File: config.mk
export PLATFORM = sky130hd
export DESIGN_NAME = uart_tx_sequencer
export DESIGN_NICKNAME = d
export VERILOG_FILES = /design/src/rtl/uart_seq_pkg.sv /design/src/rtl/uart_byte_fifo.sv /design/src/rtl/uart_tx_sequencer.sv
export SDC_FILE = /design/constraint.sdc
export NUM_CORES = 2
export LEC_CHECK = 0
export ABC_AREA = 1
export ABC_CLOCK_PERIOD_IN_PS = 2400
export CAP_MARGIN = 30
export CORE_AREA = 2 2 470 472
export CTS_CLUSTER_SIZE = 20
export DETAILED_ROUTE_END_ITERATION = 10
export DIE_AREA = 0 0 472 474
export SLEW_MARGIN = 25
export SYNTH_ARGS = -nofsm -noshare
export SYNTH_HDL_FRONTEND = slang
export SYNTH_SLANG_ARGS = --single-unit
File: constraint.sdc
create_clock -name clk -period 2.4 [get_ports clk]
set_input_delay 0.6 -clock clk [delete_from_list [all_inputs] [get_ports clk]]
set_output_delay 0.6 -clock clk [all_outputs]
set_load 0.05 [all_outputs]
File: src/rtl/uart_seq_pkg.sv
// Shared types and default widths for the UART TX byte sequencer.
package uart_seq_pkg;

  localparam int unsigned DefDataWidth    = 8;
  localparam int unsigned DefBufAddrWidth = 8;
  localparam int unsigned DefGapWidth     = 16;
  localparam int unsigned SentCntWidth    = 16;

  typedef enum logic [1:0] {
    StIdle,
    StStart,
    StWaitDone,
    StGap
  } seq_state_e;

endpackage

File: src/rtl/uart_byte_fifo.sv
// Single-clock byte FIFO with synchronous flush, registered level/full/empty
// and a sticky overflow flag.
module uart_byte_fifo
  import uart_seq_pkg::*;
#(
  parameter int unsigned DataWidth = DefDataWidth,
  parameter int unsigned AddrWidth = DefBufAddrWidth
) (
  input  logic                 clk_i,
  input  logic                 rst_ni,
  input  logic                 push_i,
  input  logic [DataWidth-1:0] wr_data_i,
  input  logic                 pop_i,
  input  logic                 flush_i,
  output logic [DataWidth-1:0] rd_data_o,
  output logic [AddrWidth:0]   level_o,
  output logic                 full_o,
  output logic                 empty_o,
  output logic                 overflow_o
);

  localparam int unsigned Depth  = 2 ** AddrWidth;
  localparam int unsigned LevelW = AddrWidth + 1;
  localparam logic [AddrWidth:0] MaxLevel = LevelW'(Depth);

  logic [DataWidth-1:0] mem_q [Depth];
  logic [AddrWidth-1:0] wr_ptr_q, wr_ptr_d;
  logic [AddrWidth-1:0] rd_ptr_q, rd_ptr_d;
  logic [AddrWidth:0]   level_q, level_d;
  logic                 full_q, empty_q;
  logic                 ovf_q, ovf_d;
  logic                 push_ok, pop_ok;

  // Flush dominates both ports; a push into a full FIFO is dropped.
  assign push_ok = push_i && !full_q && !flush_i;
  assign pop_ok  = pop_i && !empty_q && !flush_i;

  always_comb begin
    wr_ptr_d = wr_ptr_q;
    rd_ptr_d = rd_ptr_q;
    level_d  = level_q;
    ovf_d    = ovf_q;
    if (flush_i) begin
      wr_ptr_d = '0;
      rd_ptr_d = '0;
      level_d  = '0;
      ovf_d    = 1'b0;
    end else begin
      if (push_ok) begin
        wr_ptr_d = wr_ptr_q + AddrWidth'(1);
      end
      if (pop_ok) begin
        rd_ptr_d = rd_ptr_q + AddrWidth'(1);
      end
      if (push_i && full_q) begin
        ovf_d = 1'b1;
      end
      if (push_ok && !pop_ok) begin
        level_d = level_q + LevelW'(1);
      end else if (!push_ok && pop_ok) begin
        level_d = level_q - LevelW'(1);
      end
    end
  end

  always_ff @(posedge clk_i or negedge rst_ni) begin
    if (!rst_ni) begin
      wr_ptr_q <= '0;
      rd_ptr_q <= '0;
      level_q  <= '0;
      full_q   <= 1'b0;
      empty_q  <= 1'b1;
      ovf_q    <= 1'b0;
    end else begin
      wr_ptr_q <= wr_ptr_d;
      rd_ptr_q <= rd_ptr_d;
      level_q  <= level_d;
      full_q   <= (level_d == MaxLevel);
      empty_q  <= (level_d == '0);
      ovf_q    <= ovf_d;
    end
  end

  // Storage is not reset; only entries between the pointers are ever read.
  always_ff @(posedge clk_i) begin
    if (push_ok) begin
      mem_q[wr_ptr_q] <= wr_data_i;
    end
  end

  assign rd_data_o  = mem_q[rd_ptr_q];
  assign level_o    = level_q;
  assign full_o     = full_q;
  assign empty_o    = empty_q;
  assign overflow_o = ovf_q;

endmodule

File: src/rtl/uart_tx_sequencer.sv
// Pops bytes from a FIFO and issues one-cycle start commands to tx_uart,
// waiting for each frame's done edge plus a programmable idle gap.
module uart_tx_sequencer
  import uart_seq_pkg::*;
#(
  parameter int unsigned G_DATA_WIDTH        = DefDataWidth,
  parameter int unsigned G_BUFFER_ADDR_WIDTH = DefBufAddrWidth,
  parameter int unsigned G_GAP_WIDTH         = DefGapWidth
) (
  input  logic                           clk,
  input  logic                           rst_n,
  input  logic                           i_wr_en,
  input  logic [G_DATA_WIDTH-1:0]        i_wr_data,
  input  logic                           i_flush,
  input  logic                           i_enable,
  input  logic [G_GAP_WIDTH-1:0]         i_gap_cycles,
  output logic                           o_start_tx,
  output logic [G_DATA_WIDTH-1:0]        o_tx_data,
  input  logic                           i_tx_done,
  output logic [G_BUFFER_ADDR_WIDTH:0]   o_level,
  output logic                           o_full,
  output logic                           o_empty,
  output logic                           o_overflow,
  output logic                           o_busy,
  output logic [SentCntWidth-1:0]        o_sent_cnt
);

  seq_state_e                state_q, state_d;
  logic [G_GAP_WIDTH-1:0]    gap_q, gap_d;
  logic [SentCntWidth-1:0]   sent_q, sent_d;
  logic [G_DATA_WIDTH-1:0]   tx_data_q, tx_data_d;
  logic                      done_prev_q;
  logic                      done_rise;
  logic                      pop;
  logic [G_DATA_WIDTH-1:0]   fifo_rd_data;
  logic                      fifo_empty;

  uart_byte_fifo #(
    .DataWidth(G_DATA_WIDTH),
    .AddrWidth(G_BUFFER_ADDR_WIDTH)
  ) u_fifo (
    .clk_i     (clk),
    .rst_ni    (rst_n),
    .push_i    (i_wr_en),
    .wr_data_i (i_wr_data),
    .pop_i     (pop),
    .flush_i   (i_flush),
    .rd_data_o (fifo_rd_data),
    .level_o   (o_level),
    .full_o    (o_full),
    .empty_o   (fifo_empty),
    .overflow_o(o_overflow)
  );

  // A done level that was already high before WAIT_DONE is not a completion.
  assign done_rise = i_tx_done && !done_prev_q;

  always_comb begin
    state_d   = state_q;
    gap_d     = gap_q;
    sent_d    = sent_q;
    tx_data_d = tx_data_q;
    pop       = 1'b0;
    unique case (state_q)
      StIdle: begin
        if (i_enable && !fifo_empty && !i_flush) begin
          pop       = 1'b1;
          tx_data_d = fifo_rd_data;
          state_d   = StStart;
        end
      end
      StStart: begin
        state_d = StWaitDone;
      end
      StWaitDone: begin
        if (done_rise) begin
          sent_d = sent_q + SentCntWidth'(1);
          if (i_gap_cycles == '0) begin
            state_d = StIdle;
          end else begin
            gap_d   = i_gap_cycles;
            state_d = StGap;
          end
        end
      end
      StGap: begin
        if (gap_q <= G_GAP_WIDTH'(1)) begin
          state_d = StIdle;
        end else begin
          gap_d = gap_q - G_GAP_WIDTH'(1);
        end
      end
      default: begin
        state_d = StIdle;
      end
    endcase
  end

  always_ff @(posedge clk or negedge rst_n) begin
    if (!rst_n) begin
      state_q     <= StIdle;
      gap_q       <= '0;
      sent_q      <= '0;
      tx_data_q   <= '0;
      done_prev_q <= 1'b0;
    end else begin
      state_q     <= state_d;
      gap_q       <= gap_d;
      sent_q      <= sent_d;
      tx_data_q   <= tx_data_d;
      done_prev_q <= i_tx_done;
    end
  end

  assign o_start_tx = (state_q == StStart);
  assign o_busy     = (state_q != StIdle);
  assign o_tx_data  = tx_data_q;
  assign o_empty    = fifo_empty;
  assign o_sent_cnt = sent_q;

endmodule

==> flow_summary.json <==
{
  "outcome": "complete, but fails checks",
  "violations": "negative setup slack",
  "cts_root_buf": "clkbuf_16",
  "clk_pin_slew_ns": 0.06,
  "clock_path_buffers": 3,
  "yosys_most_used_dff": "edfxtp_1",
  "crit_type": "reg2reg",
  "fmax_mhz": 400,
  "totalWireLength_mm": 265,
  "core_um2": 219000,
  "tns_ns": -0.485,
  "max-cap-violations": 0,
  "slowest_stage": "dfrtp_4",
  "yosysTopAreaCellShare": 0.706,
  "placed_cells": 10800,
  "relSlewSlack": 0.416,
  "overflow": 0,
  "hold_ws_ns": 0.132,
  "yosysSeqAreaShare": 0.727,
  "design_area_um2": 106000,
  "hold_viol": 0,
  "worst_setup_path_end_kind": "register",
  "wl_per_cell_um": 23.6,
  "p_seq_frac": 0.477,
  "synth_commonest_cells": "nand2_1, edfxtp_1, nand3_1",
  "dieArea_um2": 224000,
  "ioPinCount": 68,
  "maxSlewViolCount": 0,
  "grt_pass1_vias": 58900,
  "portBuffers": 67,
  "layout_min_cycle_time_ns": 2.50,
  "clock-sinks": 2119,
  "gp_congestion": 0.904,
  "ys_warn_count": 0,
  "first_pass_iters": 8,
  "synth_top_area_cell": "edfxtp_1",
  "fin_nets": 8225,
  "dpl.hpwl_mm": 159,
  "crit_chain": "buf_12, buf_12, buf_16, nand2_1, nand3_1, nand3_1, nand3_1, nand3_2, nand3_2, nand3_2, nand3_4, nand3_4, nand2_1",
  "synth_area_leaders": "edfxtp_1, nand2_1, nand3_1, dfrtp_1, buf_2",
  "vias": 61300,
  "cts_tree": "done",
  "yosysMostFrequentCell": "nand2_1",
  "grtUsageTotal": 0.230,
  "fin_util": 0.487,
  "syn_nets": 7681,
  "leakagePower_nw": 39.6,
  "insertion_delay_ns": 0.86,
  "worstPathMaxFanout": 44,
  "slowest_delay_ns": 0.56,
  "syn_inst": 7641,
  "power.density_nw_per_um2": 809,
  "rows": 172,
  "rsz0062_at_grt": "true",
  "drt-initial-drc-count": 7875,
  "syn-cell-area_um2": 87100,
  "async_flop_share": 0.0335,
  "cts_max_level": 4,
  "grt_start_max_net_pins": 71,
  "clkPwrFrac": 0.379,
  "synth_edf_count": 2048,
  "min_path_type": "in2reg",
  "clock_skew_ns": 0.0429,
  "p_sw_mw": 22.6,
  "initial_core_util": 0.398,
  "p_comb_frac": 0.144,
  "antenna_found_initial": 3,
  "synth-seq-cells": 2119,
  "drcViolationCount": 0,
  "area_delta_synth_final_pct": 22.2,
  "post-route-period-util": 1.04,
  "fp.dieH_um": 474,
  "synth.distinct_cells": 49,
  "final-setup-viol-count": 7,
  "grt_pass1_wl_mm": 386,
  "worst_slew_pin_slew_ns": 0.876,
  "syn_area_per_cell_um2": 11.4,
  "critPathArrivalTime_ns": 3.23,
  "final_cells": 11200,
  "antenna_left": 0,
  "layout-drive-gt1-share": 0.169,
  "crit_path_start_kind": "register",
  "dpl_cell_area_um2": 96100,
  "cp_data_required_time_ns": 3.13,
  "cts_made_buffers": 213,
  "place_ws_ns": -0.720,
  "fp.dieW_um": 472,
  "viasPerCell": 5.46,
  "p_int_mw": 63.5,
  "ir_drop_v": 0.000757,
  "switching_share": 0.263,
  "finalPower_mw": 86.1,
  "post-route-worst-setup-slack_ns": -0.101
}
==> power groups by stage <==
stage / sequential [mW] / clock, mW / combinational [mW]
detailed placement: 41.9 / 0 / 10.5
CTS: 41.1 / 33.0 / 11.8
finish: 41.1 / 32.6 / 12.4
global route: 41.1 / 34.4 / 13.4
global placement: 41.9 / 0 / 10.4
floorplan: 42.2 / 0 / 5.75
==> flip-flops by register name, indices dropped and copies added (netlist names) <==
signal,count
o_tx_data,8
done_prev_q,1
u_fifo.mem_q,2048
o_sent_cnt,16
u_fifo.rd_ptr_q,8
u_fifo.full_o,1
u_fifo.wr_ptr_q,8
gap_q,16
u_fifo.empty_o,1
state_q,2
u_fifo.level_o,9
u_fifo.overflow_o,1
==> layer usage <==
layer,part of all wire,track usage
met2,0.47,0.371
met4,0.032,0.0752
met1,0.41,0.321
met5,0,0
met3,0.083,0.0348
==> cell families (layout without fill, tap and decap cells) <==
group / Yosys count / after routing / share of synthesized area
simple gates: 4591 / 4591 / 0.220
flops: 2119 / 2119 / 0.727
fa+ha+maj: 10 / 10 / 0.00144
xor+xnor: 21 / 21 / 0.00211
buf+inv: 558 / 1282 / 0.0297
compound gates: 342 / 342 / 0.0207
other cells: 0 / 1 / 0
==> final timing paths <==
path                                    start             endpoint  slack (ns)  cells after the start
max                        u_fifo.rd_ptr_q[0]         o_tx_data[1]       -0.10                     13
max in group asynchronous               rst_n    u_fifo.level_o[1]        1.47                      3
max reg2reg                u_fifo.rd_ptr_q[0]         o_tx_data[1]       -0.10                     13
min reg2reg                    o_sent_cnt[15]       o_sent_cnt[15]        0.49                      1
min in group asynchronous               rst_n         o_tx_data[6]        0.26                      2
min                              i_wr_data[3]  u_fifo.mem_q[73][3]        0.13                      1
==> layout by cell type, fill, tap and decap left out, types with 47 or more instances in the layout <==
| master | n |
|---|---|
| nand3_4 | 52 |
| nand3_2 | 189 |
| edfxtp_1 | 2048 |
| inv_1 | 79 |
| nand2_1 | 2860 |
| nand3_1 | 1094 |
| buf_4 | 504 |
| nor2_1 | 324 |
| a21oi_1 | 234 |
| clkbuf_16 | 231 |
| buf_12 | 146 |
| dfrtp_1 | 64 |
| clkinv_1 | 47 |
==> area by class of cell <==
| type | count | area, um2 |
|---|---|---|
| diodes | 1 | 2.50 |
| clock buffers | 266 | 5660 |
| clock inverters | 129 | 1100 |
| fillers | 19100 | 112000 |
| inverters | 91 | 393 |
| multi-input cells | 4964 | 23000 |
| flip-flops and latches | 2119 | 63300 |
| well taps | 2871 | 3590 |
| repair buffers | 796 | 9420 |
==> critical path, delay by kind of cell, from the launching register on <==
kind / cells / cell delay, ns
buffers and inverters: 3 / 0.55
DFF: 1 / 0.56
and+or+nand+nor: 10 / 1.22
==> what timing repair did <==
item                                    in CTS  in global routing
buffers inserted                            21                  5
endpoints found under the hold margin       27                  0
hold buffers                                 1                  0
gates resized for setup                    386                155
endpoints found under the setup margin      61                 14
cloned                                      27                 14
pin swaps                                   53                 56
Note: power is estimated with default switching activity, not from simulation.
